[src/rtl/mag_sample_scheduler.sv]
// Magnetometer sample scheduler: paces driver reads, supervises them with a timeout and retry limit,
// and averages 2^AVG_LOG2 good samples per axis into a registered heading vector.
module mag_sample_scheduler #(
    parameter int SAMPLE_PERIOD  = 2_000_000,
    parameter int AVG_LOG2       = 2,
    parameter int MAX_RETRY      = 3,
    parameter int TIMEOUT_CYCLES = 3_000_000,
    parameter bit CAL_ON_START   = 1'b0
) (
    input  logic               clk,
    input  logic               rst,
    input  logic               enable,
    output logic               drv_start_read,
    output logic               drv_start_calibrate,
    input  logic               drv_busy,
    input  logic               drv_data_valid,
    input  logic               drv_calibration_done,
    input  logic               drv_error,
    input  logic signed [15:0] drv_mag_x,
    input  logic signed [15:0] drv_mag_y,
    input  logic signed [15:0] drv_mag_z,
    output logic signed [15:0] avg_x,
    output logic signed [15:0] avg_y,
    output logic signed [15:0] avg_z,
    output logic               avg_valid,
    output logic               fault,
    output logic [15:0]        sample_count,
    output logic [7:0]         err_count,
    output logic [2:0]         state_dbg
);

    localparam int PCNT_W = $clog2(SAMPLE_PERIOD);
    localparam int TCNT_W = $clog2(TIMEOUT_CYCLES + 1);
    localparam int RCNT_W = $clog2(MAX_RETRY + 2);
    localparam int ACC_W  = 16 + AVG_LOG2;
    localparam int ACNT_W = AVG_LOG2 + 1;

    localparam logic [PCNT_W-1:0] PERIOD_RELOAD = PCNT_W'(SAMPLE_PERIOD - 1);
    localparam logic [TCNT_W-1:0] TMO_LAST      = TCNT_W'(TIMEOUT_CYCLES - 1);
    localparam logic [RCNT_W-1:0] RETRY_MAX     = RCNT_W'(MAX_RETRY);
    localparam logic [ACNT_W-1:0] ACC_LAST      = ACNT_W'((1 << AVG_LOG2) - 1);

    typedef enum logic [2:0] {
        S_IDLE        = 3'd0,
        S_CAL         = 3'd1,
        S_WAIT_PERIOD = 3'd2,
        S_WAIT_RESULT = 3'd3,
        S_FAULT       = 3'd4
    } state_t;

    state_t                   state;
    logic [PCNT_W-1:0]        period_cnt;
    logic [TCNT_W-1:0]        tmo_cnt;
    logic [RCNT_W-1:0]        retry_cnt;
    logic [ACNT_W-1:0]        acc_cnt;
    logic signed [ACC_W-1:0]  acc_x, acc_y, acc_z;
    logic signed [ACC_W-1:0]  acc_x_nxt, acc_y_nxt, acc_z_nxt;
    logic                     start_rd;
    logic                     rd_fail;

    assign state_dbg = state;

    assign acc_x_nxt = acc_x + ACC_W'(drv_mag_x);
    assign acc_y_nxt = acc_y + ACC_W'(drv_mag_y);
    assign acc_z_nxt = acc_z + ACC_W'(drv_mag_z);

    // Driver protocol: a one-cycle start pulse opens a transaction; it closes on a data_valid pulse
    // (success unless drv_error is high in that cycle), drv_error alone, or the timeout. Only one
    // transaction is ever outstanding, and a new read is issued only while drv_busy is low.
    assign rd_fail = drv_error || (!drv_data_valid && (tmo_cnt == TMO_LAST));

    // A completed calibration issues its first read directly, without a detour through S_WAIT_PERIOD.
    always_comb begin
        start_rd = 1'b0;
        if (enable && !drv_busy && (period_cnt == '0))
            start_rd = (state == S_WAIT_PERIOD) || ((state == S_CAL) && drv_calibration_done);
    end

    always_ff @(posedge clk) begin
        if (rst) begin
            state               <= S_IDLE;
            period_cnt          <= '0;
            tmo_cnt             <= '0;
            retry_cnt           <= '0;
            acc_cnt             <= '0;
            acc_x               <= '0;
            acc_y               <= '0;
            acc_z               <= '0;
            drv_start_read      <= 1'b0;
            drv_start_calibrate <= 1'b0;
            avg_x               <= '0;
            avg_y               <= '0;
            avg_z               <= '0;
            avg_valid           <= 1'b0;
            fault               <= 1'b0;
            sample_count        <= '0;
            err_count           <= '0;
        end else begin
            drv_start_read      <= 1'b0;
            drv_start_calibrate <= 1'b0;
            avg_valid           <= 1'b0;
            if (period_cnt != '0)
                period_cnt <= period_cnt - PCNT_W'(1);

            case (state)
                S_IDLE: begin
                    if (enable) begin
                        period_cnt <= '0;
                        if (CAL_ON_START) begin
                            drv_start_calibrate <= 1'b1;
                            tmo_cnt             <= '0;
                            state               <= S_CAL;
                        end else begin
                            state <= S_WAIT_PERIOD;
                        end
                    end
                end

                S_CAL: begin
                    tmo_cnt <= tmo_cnt + TCNT_W'(1);
                    if (drv_calibration_done) begin
                        state <= S_WAIT_PERIOD;
                    end else if (tmo_cnt == TMO_LAST) begin
                        fault <= 1'b1;
                        state <= S_FAULT;
                    end
                end

                S_WAIT_PERIOD: begin
                    if (!enable) begin
                        acc_cnt <= '0;
                        acc_x   <= '0;
                        acc_y   <= '0;
                        acc_z   <= '0;
                        state   <= S_IDLE;
                    end
                end

                S_WAIT_RESULT: begin
                    tmo_cnt <= tmo_cnt + TCNT_W'(1);
                    if (rd_fail) begin
                        if (err_count != 8'hFF)
                            err_count <= err_count + 8'd1;
                        if (retry_cnt < RETRY_MAX) begin
                            retry_cnt <= retry_cnt + RCNT_W'(1);
                            state     <= S_WAIT_PERIOD;
                        end else begin
                            fault <= 1'b1;
                            state <= S_FAULT;
                        end
                    end else if (drv_data_valid) begin
                        sample_count <= sample_count + 16'd1;
                        retry_cnt    <= '0;
                        state        <= S_WAIT_PERIOD;
                        if (acc_cnt == ACC_LAST) begin
                            avg_x     <= 16'(acc_x_nxt >>> AVG_LOG2);
                            avg_y     <= 16'(acc_y_nxt >>> AVG_LOG2);
                            avg_z     <= 16'(acc_z_nxt >>> AVG_LOG2);
                            avg_valid <= 1'b1;
                            acc_cnt   <= '0;
                            acc_x     <= '0;
                            acc_y     <= '0;
                            acc_z     <= '0;
                        end else begin
                            acc_cnt <= acc_cnt + ACNT_W'(1);
                            acc_x   <= acc_x_nxt;
                            acc_y   <= acc_y_nxt;
                            acc_z   <= acc_z_nxt;
                        end
                    end
                end

                S_FAULT: begin
                    if (!enable) begin
                        fault     <= 1'b0;
                        retry_cnt <= '0;
                        state     <= S_IDLE;
                    end
                end

                default: state <= S_IDLE;
            endcase

            if (start_rd) begin
                drv_start_read <= 1'b1;
                period_cnt     <= PERIOD_RELOAD;
                tmo_cnt        <= '0;
                state          <= S_WAIT_RESULT;
            end
        end
    end

endmodule

[config.mk]
export PLATFORM = sky130hd
export DESIGN_NAME = mag_sample_scheduler
export DESIGN_NICKNAME = d
export VERILOG_FILES = /design/src/rtl/mag_sample_scheduler.sv
export SDC_FILE = /design/constraint.sdc
export NUM_CORES = 1
export LEC_CHECK = 0
export ABC_AREA = 1
export CAP_MARGIN = 20
export CORE_MARGIN = 2
export CORE_UTILIZATION = 50
export CTS_BUF_LIST = sky130_fd_sc_hd__clkbuf_8 sky130_fd_sc_hd__clkbuf_16
export CTS_CLUSTER_DIAMETER = 50
export DETAILED_ROUTE_END_ITERATION = 10
export DONT_BUFFER_PORTS = 1
export GPL_ROUTABILITY_DRIVEN = 1
export PLACE_DENSITY = 0.75
export SETUP_SLACK_MARGIN = 0.3
export SLEW_MARGIN = 20
export SYNTH_ARGS = -nofsm -noshare
export SYNTH_HDL_FRONTEND = slang
export SYNTH_SLANG_ARGS = --single-unit
[constraint.sdc]
create_clock -name clk -period 2.6 [get_ports clk]
set_clock_uncertainty 0.2 [all_clocks]
set_input_delay 0.52 -clock clk [delete_from_list [all_inputs] [get_ports clk]]
set_output_delay 0.52 -clock clk [all_outputs]
set_load 0.1 [all_outputs]
==> results of run 1 <==
[flip-flops by register name (all words and copies together) (netlist names), 8 cells and up]
register / count
sample_count: 16
period_cnt: 21
tmo_cnt: 22
avg_x: 16
acc_y: 18
acc_x: 18
err_count: 8
avg_z: 16
avg_y: 16
acc_z: 18
[cell families after synthesis]
kind of cell / count (synthesis) / synth area share [%]
buffers and inverters: 295 / 10.3
other: 1 / 0.0335
DFF: 181 / 32.4
adders and majority gates: 61 / 7.02
AOI/OAI and AO/OA: 259 / 13.2
and+or+nand+nor: 845 / 33.0
xor gates and xnor gates: 51 / 3.99
[metrics by stage]
step	cell area (µm²)	instances	hold WS [ns]
after floorplan	11200	1693	0.232
after global placement	12000	2019	0.241
after detailed placement	12000	2019	0.244
after CTS	12700	2053	0.0277
after global routing	12800	2057	0.0348
final	12800	2057	0.0400
[how the worst max path moves through the flow]
| stage | to | cells past startpoint | startpoint | slack [ns] |
|---|---|---|---|---|
| final | acc_y[14]$_SDFFE_PP0P_ | 11 | acc_y[0]$_SDFFE_PP0P_ | 0.45 |
| after global routing | acc_z[8]$_SDFFE_PP0P_ | 11 | acc_z[0]$_SDFFE_PP0P_ | 0.24 |
| after CTS | acc_x[3]$_SDFFE_PP0P_ | 12 | tmo_cnt[1]$_SDFFE_PP0P_ | 0.33 |
| after detailed placement | acc_x[8]$_SDFFE_PP0P_ | 10 | drv_mag_x[0] | 0.15 |
| after global placement | avg_x[14]$_SDFFE_PP0P_ | 12 | drv_mag_x[0] | 0.19 |
| after floorplan | err_count[2]$_SDFFE_PP0P_ | 10 | err_count[3]$_SDFFE_PP0P_ | 0.31 |
[synth_stat cells (all sizes together) (22+ instances only)]
cell type / count / area share (%)
clkbuf: 26 / 0.87
inv: 246 / 8.3
nor2: 173 / 6.6
xor2: 36 / 2.8
nor3: 40 / 1.9
nand2: 467 / 16
nand3: 90 / 4.1
o21ai: 64 / 2.9
dfxtp: 181 / 32
nand4: 54 / 3.2
buf: 22 / 1.2
ha: 58 / 6.5
a21oi: 128 / 5.7
o21bai: 28 / 1.9
[repair_timing]
action,4_1_cts,5_1_grt
hold buffers,1,0
setup buffers,0,4
cloned,1,0
hold endpoints to repair,70,0
resized for setup,0,25
endpoints found under the setup margin,1,76
pin swaps,1,1
[power breakdown]
group	leakage (nW)	total (mW)	switching, mW	internal (mW)
Clock	0.284	2.52	1.16	1.36
Combinational	4.58	2.37	1.58	0.792
Sequential	1.47	3.05	0.134	2.92
Total	6.33	7.95	2.88	5.07
[cell type report]
class / instances / area, µm²
fillers: 2112 / 9120
multi-input cells: 1218 / 6470
flip-flops and latches: 181 / 3640
inverters: 247 / 930
repair buffers: 99 / 808
clock buffers: 18 / 439
well taps: 280 / 350
clock inverters: 14 / 129
[layer usage]
layer  share of wire [%]  up-vias
met5                   0        -
met4                 2.2        0
met3                 6.7       42
met2                  47      274
met1                  45     4877
li1                    -     5600
[worst register-to-register path, stage by stage (launching register included)]
cell	delay, ns
dfxtp_1	0.31
ha_1	0.23
fa_1	0.42
nand3_1	0.09
nand2_1	0.11
nand2_1	0.09
nand2_1	0.10
nand2_1	0.12
nand3_1	0.08
nand2_1	0.11
nand4_1	0.09
a21oi_1	0.14
==> results by group, run 1 <==
CTS
  – CTS tree: built
  – Clock root buffer: clkbuf_16
  – Clock buffer depth: 2
  – CTS clk-pin slew, worst paths: 0.07 ns
  – Clk_lat worst skew: 0.43 ns
  – CTS Buf Count: 17
  – CTS Sinks: 181
  – H-tree levels: 4

Setup path
  – Reg2reg setup slack: 0.45 ns
  – Crit-path max cell delay: 0.42 ns
  – Buf/Inv on CP: 0
  – CP required: 2.77 ns
  – Largest delay share family, worst path: simple AND/OR/NAND/NOR gates
  – WP data arrival: 2.33 ns
  – Crit-path max FO: 3
  – Most Frequent Cell on Critical Path: nand2_1
  – CP Launch Type: register
  – Reg2reg path depth: 11
  – Origin of the critical flop-to-flop path: acc_y[0]$_SDFFE_PP0P_
  – Setup CP Type: register to register
  – CP Cell Sequence: ha_1 > fa_1 > nand3_1 > nand2_1 > nand2_1 > nand2_1 > nand2_1 > nand3_1 > nand2_1 > nand4_1 > a21oi_1
  – Slowest CP cell: fa_1
  – Critical Path Sink Type: register
  – Worst R2R End: acc_y[14]$_SDFFE_PP0P_

Synth
  – Synthesized instance count: 1693
  – Top_reg_cell synth: dfxtp_1
  – Syn Area/Cell: 6.61 µm²
  – Number of enable flip-flop cells after synthesis: 0
  – Register bit total from synthesis: 181
  – Distinct cells, synth: 47
  – Seq/Total Area, Yosys: 32.4%
  – Syn Nets: 1809
  – Mapped Area: 11200 µm²
  – FFs w/ async S/R, synth: 0%
  – Synth warn: 0

STA
  – Slew margin rel.: 55.3%
  – Fin Setup TNS: 0 ns
  – Setup violators final: 0
  – Min cycle time layout: 2.15 ns
  – Worst Tran Pin Value: 0.669 ns
  – Fin worst setup slack: 0.446 ns
  – FMAX: 0.464 GHz
  – Final slew viol count: 0
  – RSZ-0062 raised after global routing: true
  – Final Hold Fails: 0
  – Crit share post-route: 82.8%

Global route
  – Tot GR Track Use: 25.4%
  – Initial antenna violation count: 0
  – Vias in the first global route: 10332
  – Routing usage on met1: 32.1%
  – GRT Max-Usage Layer: met2
  – Global-route track usage on met2: 43.3%
  – Global-route wire length before repair: 49700 µm
  – Remaining global-route overflow: 0
  – M3 GR Usage: 6.00%
  – Largest net degree at the start of global routing: 71

Min path
  – Hold endpoint: sample_count[7]$_SDFFE_PP0P_
  – Min-Delay Startpoint: rst
  – Hold Path Class: primary input to register
  – WHS Path Cells: 2

Routing
  – Vias: 10793
  – Post-route antenna net violation count: 0
  – Drt wl/cell: 14.8 µm
  – DRC: 0
  – Vias per inst: 5.25
  – Routed wire length: 30400 µm
  – 1st-iter DRT viols: 651
  – First-pass DRT Iterations: 5

Final layout
  – Total Nets Final: 1880
  – Core Util, Final: 58.3%
  – Layout cells sized above 1: 11.0%
  – Most frequent cells in the layout: 459 x nand2_1, 238 x inv_1, 170 x dfxtp_1
  – Diode count: 0
  – P&R area growth vs syn: 14.1%
  – Most common cell after layout, fill and taps aside: nand2_1

Die
  – Die area: 23600 µm²
  – Die Span Y: 154 µm
  – Io pins: 134
  – Die W: 154 µm
  – Initial Utilization: 51.1%
  – Core Area: 21900 µm²
  – FP Rows: 54

Power and ir drop
  – LEAKAGE: 6.33 nW
  – Pwr dens: 622 nW/µm²
  – Peak supply drop: 460 µV
  – Tot Pwr: 7.95 mW

Run status
  – Outcome: finished, final reports clean

Run
  – # Max-Cap Violations: 0

Place
  – Gp weighted congestion: 0.930
  – # port buffers: 0
  – Post-place setup slack: 0.146 ns
  – Detail Placement HPWL: 21800 µm
Note: power is estimated with default switching activity, not from simulation.
==> inputs of run 2 (changes only) <==
- clock period: 2.6 -> 2.25 ns (I/O delays scaled with it)
==> results by group, run 2 (synthesis gave the netlist of run 1 again) <==
Die
  – Die area: 23600 µm² (unchanged)
  – Initial Utilization: 51.1% (unchanged)
  – Io pins: 134 (unchanged)
  – Die W: 154 µm (unchanged)
  – Core Area: 21900 µm² (unchanged)
  – FP Rows: 54 (unchanged)
  – Die Span Y: 154 µm (unchanged)

Setup path
  – Slowest CP cell: dfxtp_4
  – Crit-path max FO: 6 (+3)
  – Crit-path max cell delay: 0.36 ns (-0.06 ns)
  – CP required: 2.42 ns (-0.35 ns)
  – CP Launch Type: register
  – WP data arrival: 2.25 ns (-0.08 ns)
  – Worst Setup SP: tmo_cnt[0]$_SDFFE_PP0P_
  – Worst R2R End: acc_x[8]$_SDFFE_PP0P_
  – Origin of the critical flop-to-flop path: tmo_cnt[0]$_SDFFE_PP0P_
  – CP Cell Sequence: ha_4 > nand3_4 > inv_2 > nand2_2 > nor2_4 > nand3_2 > nand3_2 > buf_6 > a21boi_4 > buf_12 > buf_12 > buf_16 > nand2_4 > a21oi_2
  – Reg2reg path depth: 14 (+3)
  – Reg2reg setup slack: 0.16 ns (-0.28 ns)
  – Setup CP Type: register to register
  – Critical Path Sink Type: register

Final layout
  – P&R area growth vs syn: 36.8%
  – Area occupied by multi-input gates: 7910 µm² (+22%)
  – Layout fillers: 1661 (-21%)
  – Non-Filler Instances: 2135 (+3.8%)
  – Core Util, Final: 69.9% (+12 points)
  – Diode count: 0 (unchanged)
  – Total Nets Final: 1958 (+4.1%)
  – Layout cells sized above 1: 30.8% (+20 points)
  – Largest regs: tmo_cnt x22, period_cnt x21
  – Most flops, register: tmo_cnt
  – Most frequent cells in the layout: 366 x nand2_1, 226 x inv_1, 140 x buf_4
  – Max reg flops: 22 (unchanged)
  – FF+latch area: 3740 µm² (+2.8%)
  – Most common cell after layout, fill and taps aside: nand2_1

Place
  – Detail Placement HPWL: 22400 µm (+2.5%)
  – Gp weighted congestion: 0.931 (+0.13%)
  – # port buffers: 0 (unchanged)
  – Placed cells: 2033 (+0.69%)

Run
  – # Max-Cap Violations: 0 (unchanged)

Power and ir drop
  – Power share of the sequential group: 34.6% (-3.8 points)
  – LEAKAGE: 7.15 nW (+13%)
  – Tot Pwr: 10.2 mW (+28%)
  – Int Pwr: 6.47 mW (+28%)
  – Pwr dens: 667 nW/µm² (+7.2%)
  – Clock power share: 29.0% (-2.7 points)
  – Switching Power: 3.74 mW (+30%)
  – Switching Fraction: 36.6% (+0.40 points)
  – Peak supply drop: 503 µV (+9.4%)
  – Combinational group share of total power: 36.4% (+6.5 points)

CTS
  – CTS Sinks: 181 (unchanged)
  – H-tree levels: 4 (unchanged)
  – CTS Buf Count: 17 (unchanged)
  – Clock root buffer: clkbuf_16
  – CTS tree: built
  – Cts hold-fix bufs: 1 (unchanged)
  – CTS clk-pin slew, worst paths: 0.07 ns (about the same)
  – Clock buffer depth: 2 (unchanged)
  – Clk_lat worst skew: 0.43 ns (about the same)

Min path
  – WHS Path Cells: 1 (-1)
  – Hold endpoint: err_count[6]$_SDFFE_PP0P_
  – Hold Path Class: primary input to register
  – Min-Delay Startpoint: rst

Routing
  – 1st-iter DRT viols: 793 (+22%)
  – Drt wl/cell: 17.2 µm (+16%)
  – DRC: 0 (unchanged)
  – Vias per inst: 5.65 (+7.7%)
  – Vias: 12068 (+12%)
  – Post-route antenna net violation count: 0 (unchanged)
  – First-pass DRT Iterations: 5 (unchanged)
  – Routed wire length: 36700 µm (+21%)

STA
  – Min cycle time layout: 2.09 ns (-0.0673 ns)
  – WHS: -0.124 ns (-0.164 ns)
  – Crit share post-route: 92.7% (+9.9 points)
  – Final slew viol count: 0 (unchanged)
  – RSZ-0062 raised after global routing: true
  – FMAX: 0.479 GHz (+3.2%)
  – Final Hold Fails: 43 (+43)
  – Fin Setup TNS: 0 ns (unchanged)
  – Setup violators final: 0 (unchanged)

Run status
  – Failing checks: negative hold slack
  – Outcome: finished, violations left

Global route
  – Global-route wire length before repair: 51600 µm (+3.9%)
  – Tot GR Track Use: 26.5% (+1.1 points)
  – Remaining global-route overflow: 0 (unchanged)
  – Initial antenna violation count: 0 (unchanged)
  – Vias in the first global route: 10773 (+4.3%)
  – Largest net degree at the start of global routing: 75 (+5.6%)
-- run 2: cell types whose count changed in the layout (fill, tap and decap cells not counted), moves of 40 or more --
cell / previous run / this run
buf_4: 93 / 140
dfxtp_1: 170 / 124
ha_1: 57 / 14
ha_4: 0 / 40
nand2_1: 459 / 366
nand2_2: 4 / 73
-- run 2: cell type report --
type	count	share of cell area, %
Multi-Input combinational cell	1217	51.7
Sequential cell	181	24.4
Timing Repair Buffer	178	11.7
Inverter	247	6.16
Clock buffer	17	2.78
Tap cell	280	2.29
Clock inverter	15	0.940
-- run 2: power groups by stage --
stage	Sequential [mW]	Combinational, mW	Clock (mW)
CTS	3.52	3.05	3.00
floorplan	3.60	2.06	0
global placement	3.58	2.66	0
finish	3.53	3.72	2.96
global route	3.55	4.01	3.12
detailed placement	3.59	2.70	0
-- run 2: worst max path at each step --
stage / cells past startpoint / slack [ns] / to
3_5_place_dp: 12 / 0.01 / avg_x[15]$_SDFFE_PP0P_
4_1_cts: 14 / 0.23 / acc_y[7]$_SDFFE_PP0P_
5_1_grt: 13 / 0.08 / acc_y[7]$_SDFFE_PP0P_
2_1_floorplan: 11 / 0.22 / acc_z[8]$_SDFFE_PP0P_
6_report: 14 / 0.16 / acc_x[8]$_SDFFE_PP0P_
3_3_place_gp: 12 / 0.05 / avg_x[15]$_SDFFE_PP0P_
-- run 2: stage by stage --
stage	instance area (µm²)	setup WS [ns]	hold WS [ns]
5_1_grt	15300	0.0795	-0.148
2_1_floorplan	11300	0.219	0.232
4_1_cts	13600	0.230	-0.139
3_3_place_gp	12300	0.0451	0.237
3_5_place_dp	12300	0.0137	0.236
6_report	15300	0.164	-0.124
-- run 2: worst max-delay path: cells and delay by family, from the launching register on --
kind	cells	cell delay [ns]
DFF	1	0.36
buffers and inverters	5	0.55
adders and majority gates	1	0.17
and+or+nand+nor	6	0.42
AOI/OAI and AO/OA	2	0.31
-- run 2: per-layer routing --
layer	vias to the layer above	GRT usage (%)	routed length (µm)
li1	5762	-	-
met1	5642	33.0	14500
met2	553	46.6	18200
met3	111	4.96	2830
met4	0	7.91	1070
met5	-	0	0
-- run 2: repair_timing --
item,4_1_cts,5_1_grt
hold endpoints to repair,73,72
resized for setup,86,320
setup endpoints to repair,139,148
pin swaps,28,77
cloned,4,12
setup buffers,17,36
